$ cat src/rtl/data_mem_pkg.sv
// Shared types for the data memory arbiter slice.
package data_mem_pkg;

  typedef enum logic [1:0] {
    IDLE   = 2'd0,
    ACCESS = 2'd1,
    RESP   = 2'd2
  } state_t;

  localparam int unsigned DEPTH_DEFAULT = 32;

  // Requester index: 0 = core LSU, 1 = debug/DMA.
  typedef logic port_id_t;

endpackage

$ cat src/rtl/rr_arbiter2.sv
// Two-requester round-robin grant; the port not served last wins a tie.
module rr_arbiter2
  import data_mem_pkg::*;
(
  input  logic       clk,
  input  logic       reset,
  input  logic [1:0] req,
  input  logic       advance,
  output logic [1:0] grant
);

  port_id_t last_port;

  // Remember which port was served; resets to 1 so port 0 wins the first tie.
  always_ff @(posedge clk or negedge reset) begin
    if (!reset) begin
      last_port <= 1'b1;
    end else if (advance) begin
      last_port <= grant[1];
    end
  end

  // One-hot grant derived from the request pair and the last-served port.
  always_comb begin
    grant = '0;
    case (req)
      2'b01:   grant = 2'b01;
      2'b10:   grant = 2'b10;
      2'b11:   grant = last_port ? 2'b01 : 2'b10;
      default: grant = '0;
    endcase
  end

endmodule

$ cat src/rtl/data_mem_arbiter.sv
// Two-port arbiter in front of a single-ported data RAM, one request in flight.
module data_mem_arbiter
  import data_mem_pkg::*;
#(
  parameter int unsigned DATA_W = 64,
  parameter int unsigned DEPTH  = DEPTH_DEFAULT
) (
  input  logic              clk,
  input  logic              reset,
  input  logic              p0_valid,
  input  logic              p0_write,
  input  logic [DATA_W-1:0] p0_addr,
  input  logic [DATA_W-1:0] p0_wdata,
  output logic              p0_ready,
  input  logic              p1_valid,
  input  logic              p1_write,
  input  logic [DATA_W-1:0] p1_addr,
  input  logic [DATA_W-1:0] p1_wdata,
  output logic              p1_ready,
  output logic              resp_valid,
  output logic              resp_port,
  output logic              resp_err,
  output logic [DATA_W-1:0] resp_rdata,
  input  logic              resp_ready,
  output logic [DATA_W-1:0] mem_addr,
  output logic              MemRead,
  output logic              MemWrite,
  output logic [DATA_W-1:0] write_data,
  input  logic [DATA_W-1:0] read_data
);

  state_t            state, state_next;
  logic [1:0]        grant;
  logic              accept;
  port_id_t          lat_port;
  logic              lat_write;
  logic [DATA_W-1:0] lat_addr;
  logic [DATA_W-1:0] lat_wdata;
  logic              rsp_err;
  logic [DATA_W-1:0] rsp_rdata;
  logic              in_range;

  assign in_range = (lat_addr < DATA_W'(DEPTH));

  rr_arbiter2 u_rr (
    .clk     (clk),
    .reset   (reset),
    .req     ({p1_valid, p0_valid}),
    .advance (accept),
    .grant   (grant)
  );

  // State register; reset drops any in-flight request.
  always_ff @(posedge clk or negedge reset) begin
    if (!reset) begin
      state <= IDLE;
    end else begin
      state <= state_next;
    end
  end

  // Next state plus all handshake, RAM and response outputs decoded from state.
  always_comb begin
    state_next = state;
    accept     = 1'b0;
    p0_ready   = 1'b0;
    p1_ready   = 1'b0;
    mem_addr   = '0;
    write_data = '0;
    MemRead    = 1'b0;
    MemWrite   = 1'b0;
    resp_valid = 1'b0;
    resp_port  = 1'b0;
    resp_err   = 1'b0;
    resp_rdata = '0;
    case (state)
      IDLE: begin
        p0_ready = grant[0];
        p1_ready = grant[1];
        accept   = |grant;
        if (|grant) state_next = ACCESS;
      end
      ACCESS: begin
        if (in_range) begin
          mem_addr = lat_addr;
          MemRead  = ~lat_write;
          MemWrite = lat_write;
          if (lat_write) write_data = lat_wdata;
        end
        state_next = RESP;
      end
      RESP: begin
        resp_valid = 1'b1;
        resp_port  = lat_port;
        resp_err   = rsp_err;
        resp_rdata = rsp_rdata;
        if (resp_ready) state_next = IDLE;
      end
      default: state_next = IDLE;
    endcase
  end

  // Request latch on acceptance and response capture at the end of ACCESS.
  always_ff @(posedge clk or negedge reset) begin
    if (!reset) begin
      lat_port  <= 1'b0;
      lat_write <= 1'b0;
      lat_addr  <= '0;
      lat_wdata <= '0;
      rsp_err   <= 1'b0;
      rsp_rdata <= '0;
    end else begin
      if (accept) begin
        lat_port  <= grant[1];
        lat_write <= grant[1] ? p1_write : p0_write;
        lat_addr  <= grant[1] ? p1_addr  : p0_addr;
        lat_wdata <= grant[1] ? p1_wdata : p0_wdata;
      end
      if (state == ACCESS) begin
        rsp_err   <= ~in_range;
        rsp_rdata <= (in_range && !lat_write) ? read_data : '0;
      end
    end
  end

endmodule

$ cat config.mk
export PLATFORM = sky130hd
export DESIGN_NAME = data_mem_arbiter
export DESIGN_NICKNAME = d
export VERILOG_FILES = /design/src/rtl/data_mem_pkg.sv /design/src/rtl/rr_arbiter2.sv /design/src/rtl/data_mem_arbiter.sv
export SDC_FILE = /design/constraint.sdc
export NUM_CORES = 1
export LEC_CHECK = 0
export CELL_PAD_IN_SITES_DETAIL_PLACEMENT = 0
export CELL_PAD_IN_SITES_GLOBAL_PLACEMENT = 1
export CORE_MARGIN = 2
export CORE_UTILIZATION = 25
export DETAILED_ROUTE_END_ITERATION = 6
export PLACE_DENSITY_LB_ADDON = 0.1
export SLEW_MARGIN = 0
export SYNTH_ARGS = -nofsm -noshare
export SYNTH_HDL_FRONTEND = slang
export SYNTH_SLANG_ARGS = --single-unit
$ cat constraint.sdc
create_clock -name clk -period 3.97 [get_ports clk]
set_input_delay 0.397 -clock clk [delete_from_list [all_inputs] [get_ports clk]]
set_output_delay 0.397 -clock clk [all_outputs]
set_load 0.02 [all_outputs]
==> key figures, run 1 <==
Placement
  • Number of buffers added on ports: 466
  • Routability congestion estimate from global placement: 0.755
  • Detailed Place HPWL: 27,600 um
  • Placed cells: 2,097

Global routing
  • Via count of the first global-routing pass: 9,078
  • Wire length of the first global-routing pass: 55,400 um
  • Maximum number of pins on one net before global-route repair: 90
  • Global Route Usage Sum: 16.8%
  • Initial antenna violation count: 4
  • Overflow after GRT: 0

Clock network
  • Clock H-tree levels: 4
  • CTS sink count: between 150 and 200
  • Quantity of hold-fixing buffers added after cts: 0
  • TritonCTS Buffers: 17
  • Reg clk slew, reported paths: 0.08 ns
  • Clock root buffer: clkbuf_16
  • CTS tree: done
  • Maximum clock path buffer count: 2
  • Clk Latency, worst-skew pair: ~0.45 ns

Timing
  • Highest Clock Rate: ~270 MHz
  • WHS: -0.00232 ns
  • Worst slew slack as a fraction of its limit: around 45%
  • Pins over their slew limit: 0
  • Total negative slack: 0 ns
  • Fin. Hold Viols: 2
  • Final cycle utilization of the critical path: 94.8%
  • Worst setup skew after layout: roughly 0.014 ns
  • RSZ-0062 raised after global routing: no
  • Final setup violation count: 0
  • Actual slew at the worst max-slew pin: 0.832 ns
  • Final critical path time including I/O delays and setup: 3.76 ns

Power and ir drop
  • Switching power share of the total: 38.5%
  • Total power: between 0.007 and 0.008 W
  • Combinational fraction of design power: 37.0%
  • Maximum resistive drop on vdd: 0.306 mV
  • Switching power summed over all nets: 0.00300 W
  • Clock network fraction of design power: a little under a quarter
  • Cell internal power dissipation: around 0.0048 W
  • Leakage power total: 6.89 nW
  • Power share of the sequential group: 39.1%
  • Power per Cell Area: 485 nW/um^2

Logic synthesis
  • Seq/Total Area, Yosys: a little under half
  • Distinct cells, synth: 26
  • Synthesis-stage register bit count: 198
  • Syn. warnings: 0
  • Syn Area/Cell: approximately 9.0 sq um
  • Cells after synthesis: 1,165
  • Combined area of all synthesized cells: 10,400 sq um

Route
  • Vias per cell: 4.27
  • Sum of routed wire length over all layers: between 30,000 and 40,000 um
  • Number of DRC violations after detailed routing: 0
  • Vias after detailed routing: 9,100
  • First drt pass iteration count: 4
  • Detail-routed net length per standard cell: 17.4 um
  • Post-route ant nets: 0
  • Initial detailed-routing violation count: 476

Critical path
  • Depth of the worst register-to-register path: 6
  • Crit path max-delay family: simple AND/OR/NAND/NOR gates
  • Critical path launch point type: flip-flop
  • CP cell instances: nor4_1 -> nand4_1 -> or4_4 -> buf_4 -> nor3_1 -> clkdlybuf4s50_1
  • Critical Path Slowest Stage Cell: or4_4
  • Worst path max stage delay: 0.75 ns
  • Critical register-to-register path endpoint: rsp_rdata[58]$_DFFE_PN0P_
  • FF-to-FF setup slack: 1.40 ns
  • Critical path buffer and inverter count: 2
  • Crit end category: output port
  • Setup CP Type: reg -> out
  • Startpoint of the most critical register-to-register path: lat_addr[42]$_DFFE_PN0P_
  • Worst endpoint data arrival time: 3.37 ns
  • Required time of the worst setup path: 3.57 ns
  • Crit path max fanout: 26

Floorplanning
  • Total Die Area: 43,400 sq um
  • Area inside the core boundary: between 40,000 and 50,000 sq um
  • Floorplan die width: about 210 um
  • Number of primary I/O pins: between 500 and 600
  • Die Height: roughly 210 um
  • Starting density of the core: around a quarter
  • Count of standard-cell rows: 74

Status
  • Outcome: complete, but fails checks
  • Violated checks: negative hold slack

Final layout
  • Final std cells w/o fill: 2,133
  • Fin nets: 1,911
  • Area growth, synth to finish: 53.9%
  • Fraction of layout instances using a drive strength above 1: 6.39%

Min path
  • Path category of the worst min-delay check: in -> async

Run
  • Max-cap check violation count: 0
metrics by stage:
step | utilization, % | cell area [sq um] | worst slack, ns
final | 39.2 | 16100 | 0.208
after floorplan | - | 10700 | 1.56
after CTS | 39.1 | 16100 | 0.140
after global routing | 39.2 | 16100 | 0.0101
after detailed placement | 37.6 | 15400 | 0.645
after global placement | 37.6 | 15400 | 0.659
state kept, by name, summed over array words and instances (netlist names):
signal	count
lat_port	1
rsp_err	1
rsp_rdata	64
lat_write	1
state	2
lat_addr	64
u_rr.last_port	1
lat_wdata	64
repair_timing:
item                       in CTS  in global routing
setup buffers                   0                  0
setup endpoints to repair       0                  1
resized for setup               0                  1
worst max path at each step:
| stage | startpoint | end | slack (ns) | cells past startpoint |
|---|---|---|---|---|
| 2_1_floorplan | lat_addr[42]$_DFFE_PN0P_ | write_data[60] | 1.56 | 6 |
| 3_3_place_gp | lat_addr[46]$_DFFE_PN0P_ | write_data[63] | 0.66 | 6 |
| 3_5_place_dp | lat_addr[46]$_DFFE_PN0P_ | write_data[63] | 0.65 | 6 |
| 4_1_cts | state[0]$_DFFE_PN0P_ | write_data[63] | 0.14 | 6 |
| 5_1_grt | lat_addr[42]$_DFFE_PN0P_ | write_data[63] | 0.01 | 6 |
| 6_report | lat_addr[42]$_DFFE_PN0P_ | write_data[63] | 0.21 | 6 |
cells by family after synthesis:
kind of cell / after synthesis / synth area share, %
buffers and inverters: 216 / 10.4
other: 1 / 0.0359
AND/OR/NAND/NOR: 423 / 20.1
flip-flops: 198 / 47.5
multiplexers: 129 / 12.4
AO/OA/AOI/OAI: 198 / 9.61
routing by layer:
| metal | part of all wire [%] | vias up | wire length (um) | global-route usage (%) |
|---|---|---|---|---|
| li1 | - | 4550 | - | - |
| met1 | 43 | 4218 | 15700 | 20.8 |
| met2 | 49 | 299 | 18200 | 28.5 |
| met3 | 6.5 | 33 | 2390 | 4.56 |
| met4 | 1.8 | 0 | 665 | 5.23 |
| met5 | 0 | - | 0 | 0 |
area by class of cell:
cell class / instances / area (sq um)
Antenna cell: 4 / 10.0
Clock buffer: 17 / 425
Clock inverter: 15 / 189
Fill cell: 4262 / 25000
Inverter: 71 / 269
Multi-Input combinational cell: 809 / 4650
Sequential cell: 198 / 4960
Tap cell: 532 / 666
Timing Repair Buffer: 487 / 4900
layout by cell type (no fill, tap or decap), drive strengths merged, types with 4 or more instances in the layout:
cell type and count:
diode 4, nand4 4, nor2 137, dfrtp 197
nand2 129, nor3 65, and2 67, mux2i 129
o21ai 64, buf 21, a21oi 129, nor4 14
conb 59, inv 78, clkbuf 18, clkdlybuf4s50 465
power groups by stage:
stage | combinational, W | sequential [W] | clock [W]
2_1_floorplan | 0.00196 | 0.00299 | 0
6_report | 0.00288 | 0.00305 | 0.00186
3_3_place_gp | 0.00296 | 0.00307 | 0
5_1_grt | 0.00327 | 0.00314 | 0.00201
4_1_cts | 0.00297 | 0.00306 | 0.00194
3_5_place_dp | 0.00296 | 0.00309 | 0
synthesized netlist by cell type:
cell	number	area, sq um
dfrtp_1	197	4930
nor2_1	137	514
a21oi_1	129	646
mux2i_1	129	1290
nand2_1	129	484
inv_1	71	267
and2_1	67	419
o21ai_0	64	320
buf_4	59	443
clkbuf_1	58	218
nor3_2	40	400
nor3_1	25	125
buf_2	15	75.1
nor4_1	14	87.6
buf_1	8	30.0
buf_6	5	56.3
nand4_1	4	25.0
nand2b_1	3	18.8
a21o_1	2	15.0
nor2b_1	2	12.5
o21a_1	2	15.0
a21boi_1	1	7.51
conb_1	1	3.75
dfstp_2	1	26.3
nand3_1	1	5.00
or4_1	1	7.51
No activity file was read; power rests on OpenSTA's default activity.
==> inputs of run 2 (changes only) <==
CORE_AREA = 2 2 204 206   (was unset)
CORE_MARGIN = unset   (was 2)
CORE_UTILIZATION = unset   (was 25)
DIE_AREA = 0 0 206 208   (was unset)
==> run 2 against run 1 <==
Compared with the run above: the run still ends with negative hold slack left; critical path depth unchanged; clock-buffer cell count rose by 2; worst hold slack got worse by 0.044 ns; core utilization grew 0.33 points; design area decreased by 0.29%; flip-flop and latch count unchanged; global-route usage grew 0.056 points; first-iteration DRC count fell by 23%; critical endpoint is now write_data[1].
==> key figures, run 2 (same netlist as run 1, synthesis figures left out) <==
Final layout
  • Fraction of layout instances using a drive strength above 1: 6.03% (-0.36 points)
  • Fin nets: 1,907 (-0.21%)
  • Commonest cells after routing, fill and taps aside: clkdlybuf4s50_1, dfrtp_1, nor2_1
  • Most frequent standard cell in the layout excluding fill and tap cells: clkdlybuf4s50_1
  • Number of fillers in the final layout: 4,212 (-1.2%)
  • Registers with the most flip-flops: lat_addr x64, lat_wdata x64, rsp_rdata x64
  • Area growth, synth to finish: 53.4%

Critical path
  • Worst endpoint data arrival time: 3.32 ns (-0.05 ns)
  • Startpoint of the most critical register-to-register path: lat_addr[28]$_DFFE_PN0P_
  • Critical path launch point: lat_addr[28]$_DFFE_PN0P_
  • Crit path max fanout: 112 (+330%)
  • Crit end category: output port
  • Critical path launch point type: flip-flop
  • Required time of the worst setup path: 3.57 ns (about the same)
  • Setup CP Type: reg -> out

Clock network
  • Reg clk slew, reported paths: 0.08 ns (about the same)
  • Quantity of hold-fixing buffers added after cts: 0 (unchanged)
  • Clock root buffer: clkbuf_16
  • CTS tree: done
  • # resized after CTS: 0 (unchanged)
  • Clock H-tree levels: 4 (unchanged)
  • Clk Latency, worst-skew pair: 0.44 ns (about the same)
  • Maximum clock path buffer count: 2 (unchanged)
  • CTS sink count: 198 (unchanged)
  • Number of post-CTS setup repair buffers: 0 (unchanged)
  • TritonCTS Buffers: 17 (unchanged)

Timing
  • Final cycle utilization of the critical path: 93.7% (-1.1 points)
  • Actual slew at the worst max-slew pin: 0.901 ns (+0.0688 ns)
  • RSZ-0062 raised after global routing: no
  • Fin. Hold Viols: 17 (+15)
  • Highest Clock Rate: 269 MHz (+1.2%)
  • Worst setup skew after layout: 0.0104 ns (-0.00355 ns)
  • Worst slew slack as a fraction of its limit: 39.9% (-4.6 points)
  • WHS: -0.0464 ns (-0.0440 ns)
  • Final setup violation count: 0 (unchanged)
  • Pins over their slew limit: 0 (unchanged)
  • Final critical path time including I/O delays and setup: 3.72 ns (-0.0441 ns)
  • Total negative slack: 0 ns (unchanged)

Global routing
  • Global routing met1 resource utilization: 20.6% (-0.22 points)
  • Wire length of the first global-routing pass: 54,900 um (-0.76%)
  • Maximum number of pins on one net before global-route repair: 113 (+26%)
  • Layer carrying the most global-route usage: met2
  • Via count of the first global-routing pass: 9,219 (+1.6%)
  • Initial antenna violation count: 9 (+5)
  • Overflow after GRT: 0 (unchanged)
  • Global Route Usage Sum: 16.9% (+0.056 points)
  • Met3 Resource Use GR: 3.74% (-0.81 points)
  • Met2 track demand over resource: 29.2% (+0.72 points)

Floorplanning
  • Area inside the core boundary: 40,600 sq um (-1.1%)
  • Total Die Area: 42,800 sq um (-1.3%)
  • Starting density of the core: 25.7% (+0.29 points)
  • Die Height: 208 um (-0.18%)
  • Number of primary I/O pins: 526 (unchanged)
  • Count of standard-cell rows: 74 (unchanged)
  • Floorplan die width: 206 um (-1.1%)

Status
  • Outcome: complete, but fails checks
  • Violated checks: negative hold slack

Route
  • Sum of routed wire length over all layers: 36,800 um (-0.69%)
  • Vias after detailed routing: 9,024 (-0.84%)
  • Vias per cell: 4.23 (-0.74%)
  • Number of DRC violations after detailed routing: 0 (unchanged)
  • Initial detailed-routing violation count: 366 (-23%)
  • Post-route ant nets: 0 (unchanged)
  • First drt pass iteration count: 5 (+1)
  • Detail-routed net length per standard cell: 17.3 um (-0.60%)

Min path
  • Path category of the worst min-delay check: in -> async

Power and ir drop
  • Power per Cell Area: 486 nW/um^2 (+0.31%)
  • Total power: 0.00779 W (about the same)
  • Leakage power total: 6.87 nW (-0.37%)
  • Maximum resistive drop on vdd: 0.243 mV (-21%)

Placement
  • Number of buffers added on ports: 466 (unchanged)
  • Routability congestion estimate from global placement: 0.760 (+0.66%)
  • Detailed Place HPWL: 27,300 um (-1.2%)

Run
  • Max-cap check violation count: 0 (unchanged)
[run 2: path summary, 6_finish.rpt]
check / to / slack [ns] / depth (start not counted)
max: write_data[1] / 0.25 / 6
min: rsp_rdata[45]$_DFFE_PN0P_ / -0.05 / 1
max reg2reg: rsp_rdata[4]$_DFFE_PN0P_ / 1.64 / 5
min reg2reg: rsp_rdata[32]$_DFFE_PN0P_ / 0.47 / 2
max in group asynchronous: lat_addr[23]$_DFFE_PN0P_ / 2.80 / 2
min in group clk: rsp_rdata[32]$_DFFE_PN0P_ / 0.47 / 2
[run 2: report_power, final]
part	switching (W)	internal, W	leakage (nW)
logic	0.00179	0.00106	4.20
clock network	0.000830	0.00104	0.299
registers	0.000375	0.00270	2.37
total	0.00300	0.00479	6.87
[run 2: worst max-delay path: stages, from the launching register on]
cell and delay [ns]:
dfrtp_1 0.39, nor4_1 0.42, nand4_1 0.17, or4_4 0.56
buf_12 0.20, nor3_1 0.27, clkdlybuf4s50_1 0.65
[run 2: through the flow]
step           worst slack, ns  hold slack [ns]  cells  cell area (sq um)  util (%)
2_1_floorplan             1.56            0.101   1223              10700         -
3_3_place_gp             0.784            0.454   2093              15400      37.9
3_5_place_dp             0.800            0.462   2093              15400      37.9
4_1_cts                  0.306          0.00572   2124              16000      39.5
5_1_grt                 0.0972           0.0144   2131              16000      39.5
6_report                 0.252          -0.0464   2131              16000      39.5
[run 2: layout make-up]
class	instances	area [sq um]	share of cell area (%)
Antenna cell	7	17.5	0.109
Clock buffer	19	453	2.83
Clock inverter	12	165	1.03
Inverter	71	269	1.68
Multi-Input combinational cell	809	4650	29.0
Sequential cell	198	4960	30.9
Tap cell	532	666	4.15
Timing Repair Buffer	483	4850	30.2
[run 2: metal layers]
layer / up-vias / routed length (um)
li1: 4551 / -
met1: 4151 / 15300
met2: 285 / 18500
met3: 33 / 2290
met4: 4 / 677
met5: - / 25
==> edit 1 (settings of run 1) <==
Make the reset (`reset`) synchronous in 3 clocked blocks.
--- a/src/rtl/rr_arbiter2.sv
+++ b/src/rtl/rr_arbiter2.sv
@@ -12,7 +12,7 @@
   port_id_t last_port;
 
   // Remember which port was served; resets to 1 so port 0 wins the first tie.
-  always_ff @(posedge clk or negedge reset) begin
+  always_ff @(posedge clk) begin
     if (!reset) begin
       last_port <= 1'b1;
     end else if (advance) begin
--- a/src/rtl/data_mem_arbiter.sv
+++ b/src/rtl/data_mem_arbiter.sv
@@ -51,7 +51,7 @@
   );
 
   // State register; reset drops any in-flight request.
-  always_ff @(posedge clk or negedge reset) begin
+  always_ff @(posedge clk) begin
     if (!reset) begin
       state <= IDLE;
     end else begin
@@ -101,7 +101,7 @@
   end
 
   // Request latch on acceptance and response capture at the end of ACCESS.
-  always_ff @(posedge clk or negedge reset) begin
+  always_ff @(posedge clk) begin
     if (!reset) begin
       lat_port  <= 1'b0;
       lat_write <= 1'b0;
Formal check against the unedited RTL: differs if reset is asserted again (counterexample within 4 cycles, from zero or initial values and one cycle with reset low); with reset held inactive, the same outputs for 10 cycles.
==> edit 1 against run 1 <==
- setup slack gained 0.033 ns
- wire length grew 3.1%
- area after synthesis grew 1.9%
- sequential cell count is the same
- final area grew 0.41%
- synthesized cell count grew 2.2%
- sequential share of layout area shrank 6.3 points
- critical path type unchanged
- largest cell class is now multi-input gates
Power is not compared: it rests on default switching activity, and its combinational part moved more than twofold at a synthesized area within 25%.
==> edit 1: results (changes against run 1) <==
| Metric | Value |
|---|---|
| Placer congestion estimate | 0.761 (was 0.755) |
| Worst Skew | 0.00989 ns (was 0.0139 ns) |
| Largest net degree at the start of global routing | 101 (was 90) |
| Layout cells sized above 1 | 9.07% (was 6.39%) |
| Fillers | 4311 (was 4262) |
| Max-Slew Margin vs Limit | 26.9% (was 44.5%) |
| Comb_multi_in | 812 (was 809) |
| Sequential area share after synthesis | 37.3% (was 47.5%) |
| Via density per instance | 4.44 (was 4.27) |
| Post-synth top flop | dfxtp_1 (was dfrtp_1) |
| Global-route wire length before repair | 56100 um (was 55400 um) |
| Multiplexer share of the synthesized area | 12.1% (was 12.4%) |
| Clock-cell share | 3.96% (was 3.82%) |
| DRT Wirelength | 38200 um (was 37000 um) |
| Synth unique cells | 27 (was 26) |
| Yosys top cell area share | 37.3% (was 47.2%) |
| Hold Path Class | primary input to flop (was primary input to asynchronous set/reset pin) |
| CP max FO | 57 (was 26) |
| Crit path launch | lat_addr[24] (was lat_addr[42]) |
| Run status | finished clean (was finished with violations) |
| Reg2reg setup slack | 1.07 ns (was 1.40 ns) |
| CP endpoint | write_data[15] (was write_data[63]) |
| Multi-input logic area | 5720 um2 (was 4650 um2) |
| Synth top cells by count | 260 x nand2_1, 198 x dfxtp_1, 130 x o211a_1, 129 x mux2i_1, 73 x clkbuf_1 (was 197 x dfrtp_1, 137 x nor2_1, 129 x a21oi_1, 129 x mux2i_1, 129 x nand2_1) |
| Synth top area cells | dfxtp_1 37%, o211a_1 12%, mux2i_1 12%, nand2_1 9.2%, o31ai_2 5.4% (was dfrtp_1 47%, mux2i_1 12%, a21oi_1 6.2%, nor2_1 4.9%, nand2_1 4.6%) |
| Antenna violations before repair | 7 (was 4) |
| Vias in the first global route | 9452 (was 9078) |
| Ys async rst share | 0% (was 100%) |
| DRT Pass-1 Iters | 5 (was 4) |
| Compound-Gate Fraction of Synth Area | 19.2% (was 9.61%) |
| Non-clock buffer share | 30.1% (was 30.5%) |
| DRT iter0 DRCs | 491 (was 476) |
| CLK BUF | 21 (was 17) |
| Inverters | 72 (was 71) |
| CP max stage delay | 0.72 ns (was 0.75 ns) |
| Detail Placement HPWL | 27900 um (was 27600 um) |
| CP Data Arrival Time | 3.33 ns (was 3.37 ns) |
| Adder-cell share of the synthesized area | 0% (unchanged) |
| Fraction of area in registers | 24.6% (was 30.8%) |
| WHS Endpoint | rsp_rdata[41] |
| Nets@finish | 1912 (was 1911) |
| RR Endpoint | rsp_rdata[61] (was rsp_rdata[58]) |
| Number of inserted diodes | 1 (was 4) |
| Nonclk buf count | 484 (was 487) |
edit 1: changes by cell type in the layout (fill, tap and decap cells not counted), sizes merged, moves of 3 or more:
| cell | before | now |
|---|---|---|
| a21oi | 129 | 0 |
| clkbuf | 18 | 21 |
| dfrtp | 197 | 0 |
| dfxtp | 0 | 198 |
| diode | 4 | 1 |
| inv | 78 | 74 |
| nand2 | 129 | 260 |
| nor2 | 137 | 8 |
| o211a | 0 | 130 |
| o21ai | 64 | 0 |
| o31ai | 0 | 64 |
edit 1: kinds of logic (layout without fill, tap and decap cells):
logic type      count (synthesis)  in the layout
other cells                     1             60
flops                         198            198
simple gates                  426            426
mux                           129            129
compound gates                198            198
buf+inv                       239            588
edit 1: power breakdown:
group / switching, mW / internal [mW] / total [mW]
Sequential: 0.0973 / 2.17 / 2.26
Clock: 0.811 / 1.11 / 1.92
Combinational: 0.627 / 0.589 / 1.22
edit 1: per-stage QoR:
step	worst slack [ns]	utilization (%)	std cells	instance area [um2]	hold slack (ns)
6_report	0.241	38.5	2138	16100	0.259
5_1_grt	0.146	38.5	2138	16100	0.245
4_1_cts	0.0832	38.4	2137	16100	0.229
3_5_place_dp	0.604	36.9	2105	15500	0.434
3_3_place_gp	0.580	36.9	2105	15500	0.425
2_1_floorplan	1.60	-	1249	10900	0.417
edit 1: metal layers:
metal | share of wire (%) | wire length (um) | GRT usage (%) | vias up
met1 | 42 | 16100 | 19.7 | 4426
met3 | 6.8 | 2610 | 5.24 | 29
met4 | 1.0 | 398 | 3.47 | 12
met5 | 0.18 | 69 | 0 | -
met2 | 50 | 19000 | 29.1 | 290
li1 | - | - | - | 4730
edit 1: worst max-delay path: cells and delay by family (launching register included):
family | cells | cell delay, ns
buffers and inverters | 2 | 0.92
DFF | 1 | 0.32
and+or+nand+nor | 4 | 1.59
==> edit 2 (config.mk and constraints of run 1) <==
Without the edit above. The parameter `DATA_W` goes from 64 to 56.
--- a/src/rtl/data_mem_arbiter.sv
+++ b/src/rtl/data_mem_arbiter.sv
@@ -2,7 +2,7 @@
 module data_mem_arbiter
   import data_mem_pkg::*;
 #(
-  parameter int unsigned DATA_W = 64,
+  parameter int unsigned DATA_W = 56,
   parameter int unsigned DEPTH  = DEPTH_DEFAULT
 ) (
   input  logic              clk,
Interface: changed (8 resized); port bits go from 526 to 462. The function was not compared with the original's and may differ.
==> edit 2 against run 1 <==
- wire length down 20%
- sequential cell count down 24
- power down 16%
- worst hold slack better by 0.37 ns
- final area down 15%
- utilization up 0.30 points
- synthesized cell count down 27%
- register-to-register slack better by 0.42 ns
- die area down 16%
- sequential share of layout area up 1.1 points
- count of clock-buffer cells in the layout unchanged
- sequential power down 10%
- area after synthesis down 16%
- setup slack better by 0.19 ns
- critical endpoint is now write_data[29]
- largest cell class unchanged
- highest routed layer unchanged
==> edit 2: results (changes against run 1) <==
| Metric | Value |
|---|---|
| Run status | finished clean (was finished with violations) |
| Met2 global-route usage | 27.6% (was 28.5%) |
| Largest net degree at the start of global routing | 125 (was 90) |
| R2r startpoint | state[0] (was lat_addr[42]) |
| Layout Cells excl Fill | 1686 (was 2133) |
| Multiplexer share of the synthesized area | 12.9% (was 12.4%) |
| Clock latency on the worst-skew pair | 0.43 ns (was 0.45 ns) |
| Power Combinational | 2.18 mW (was 2.88 mW) |
| Global-route wire length before repair | 44200 um (was 55400 um) |
| CP Data Arrival Time | 3.17 ns (was 3.37 ns) |
| Met2 WL | 14800 um (was 18200 um) |
| Area Overhead vs Synth | 55.8% (was 53.9%) |
| Antenna violations before repair | 1 (was 4) |
| Synth top area cells | dfrtp_1 49%, mux2i_1 13%, a21oi_1 6.5%, a32o_1 6.4%, nor2_1 5.0% (was dfrtp_1 47%, mux2i_1 12%, a21oi_1 6.2%, nor2_1 4.9%, nand2_1 4.6%) |
| Worst Skew | 0.0171 ns (was 0.0139 ns) |
| Syn Inst Count | 852 (was 1165) |
| Reg2reg setup slack | 1.82 ns (was 1.40 ns) |
| Sequential area share after synthesis | 49.8% (was 47.5%) |
| Met3 wire len | 2030 um (was 2390 um) |
| Fillers | 3494 (was 4262) |
| Fin Hold WS | 0.369 ns (was -0.00232 ns) |
| RR Endpoint | rsp_rdata[25] (was rsp_rdata[58]) |
| Pleak | 5.76 nW (was 6.89 nW) |
| WL met1 | 12600 um (was 15700 um) |
| Path depth of the worst reg2reg path | 5 (was 6) |
| Slew @ Worst Pin | 1.12 ns (was 0.832 ns) |
| Placer congestion estimate | 0.723 (was 0.755) |
| Port Buf Inserts | 410 (was 466) |
| Peak supply drop | 0.000545 V (was 0.000306 V) |
| CP endpoint | write_data[29] (was write_data[63]) |
| Seq. pwr | 2.74 mW (was 3.05 mW) |
==> edit 2: changes by cell type after synthesis, sizes merged, moves of 13 or more <==
cell / run 1 / this run
inv: 71 / 3
and3: 0 / 56
nand2: 129 / 1
o21ai: 64 / 1
mux2i: 129 / 113
buf: 87 / 74
dfrtp: 197 / 173
nor3: 65 / 1
a21oi: 129 / 113
a32o: 0 / 56
nor2: 137 / 116
==> edit 2: timing repair <==
action                                 in CTS  in global routing
endpoints found under the hold margin      19                  0
hold buffers                                1                  0
gates resized for setup                     0                  0
==> edit 2: kinds of logic after synthesis <==
logic type,Yosys count
buf+inv,129
compound gates,174
mux,113
simple gates,261
other cells,1
flops,174
==> edit 2: layout make-up <==
cell class,count,area share (%)
inverters,3,0.0826
diodes,1,0.0184
flip-flops and latches,174,31.9
well taps,455,4.18
clock buffers,17,3.12
repair buffers,422,31.2
multi-input cells,599,28.4
clock inverters,15,1.10
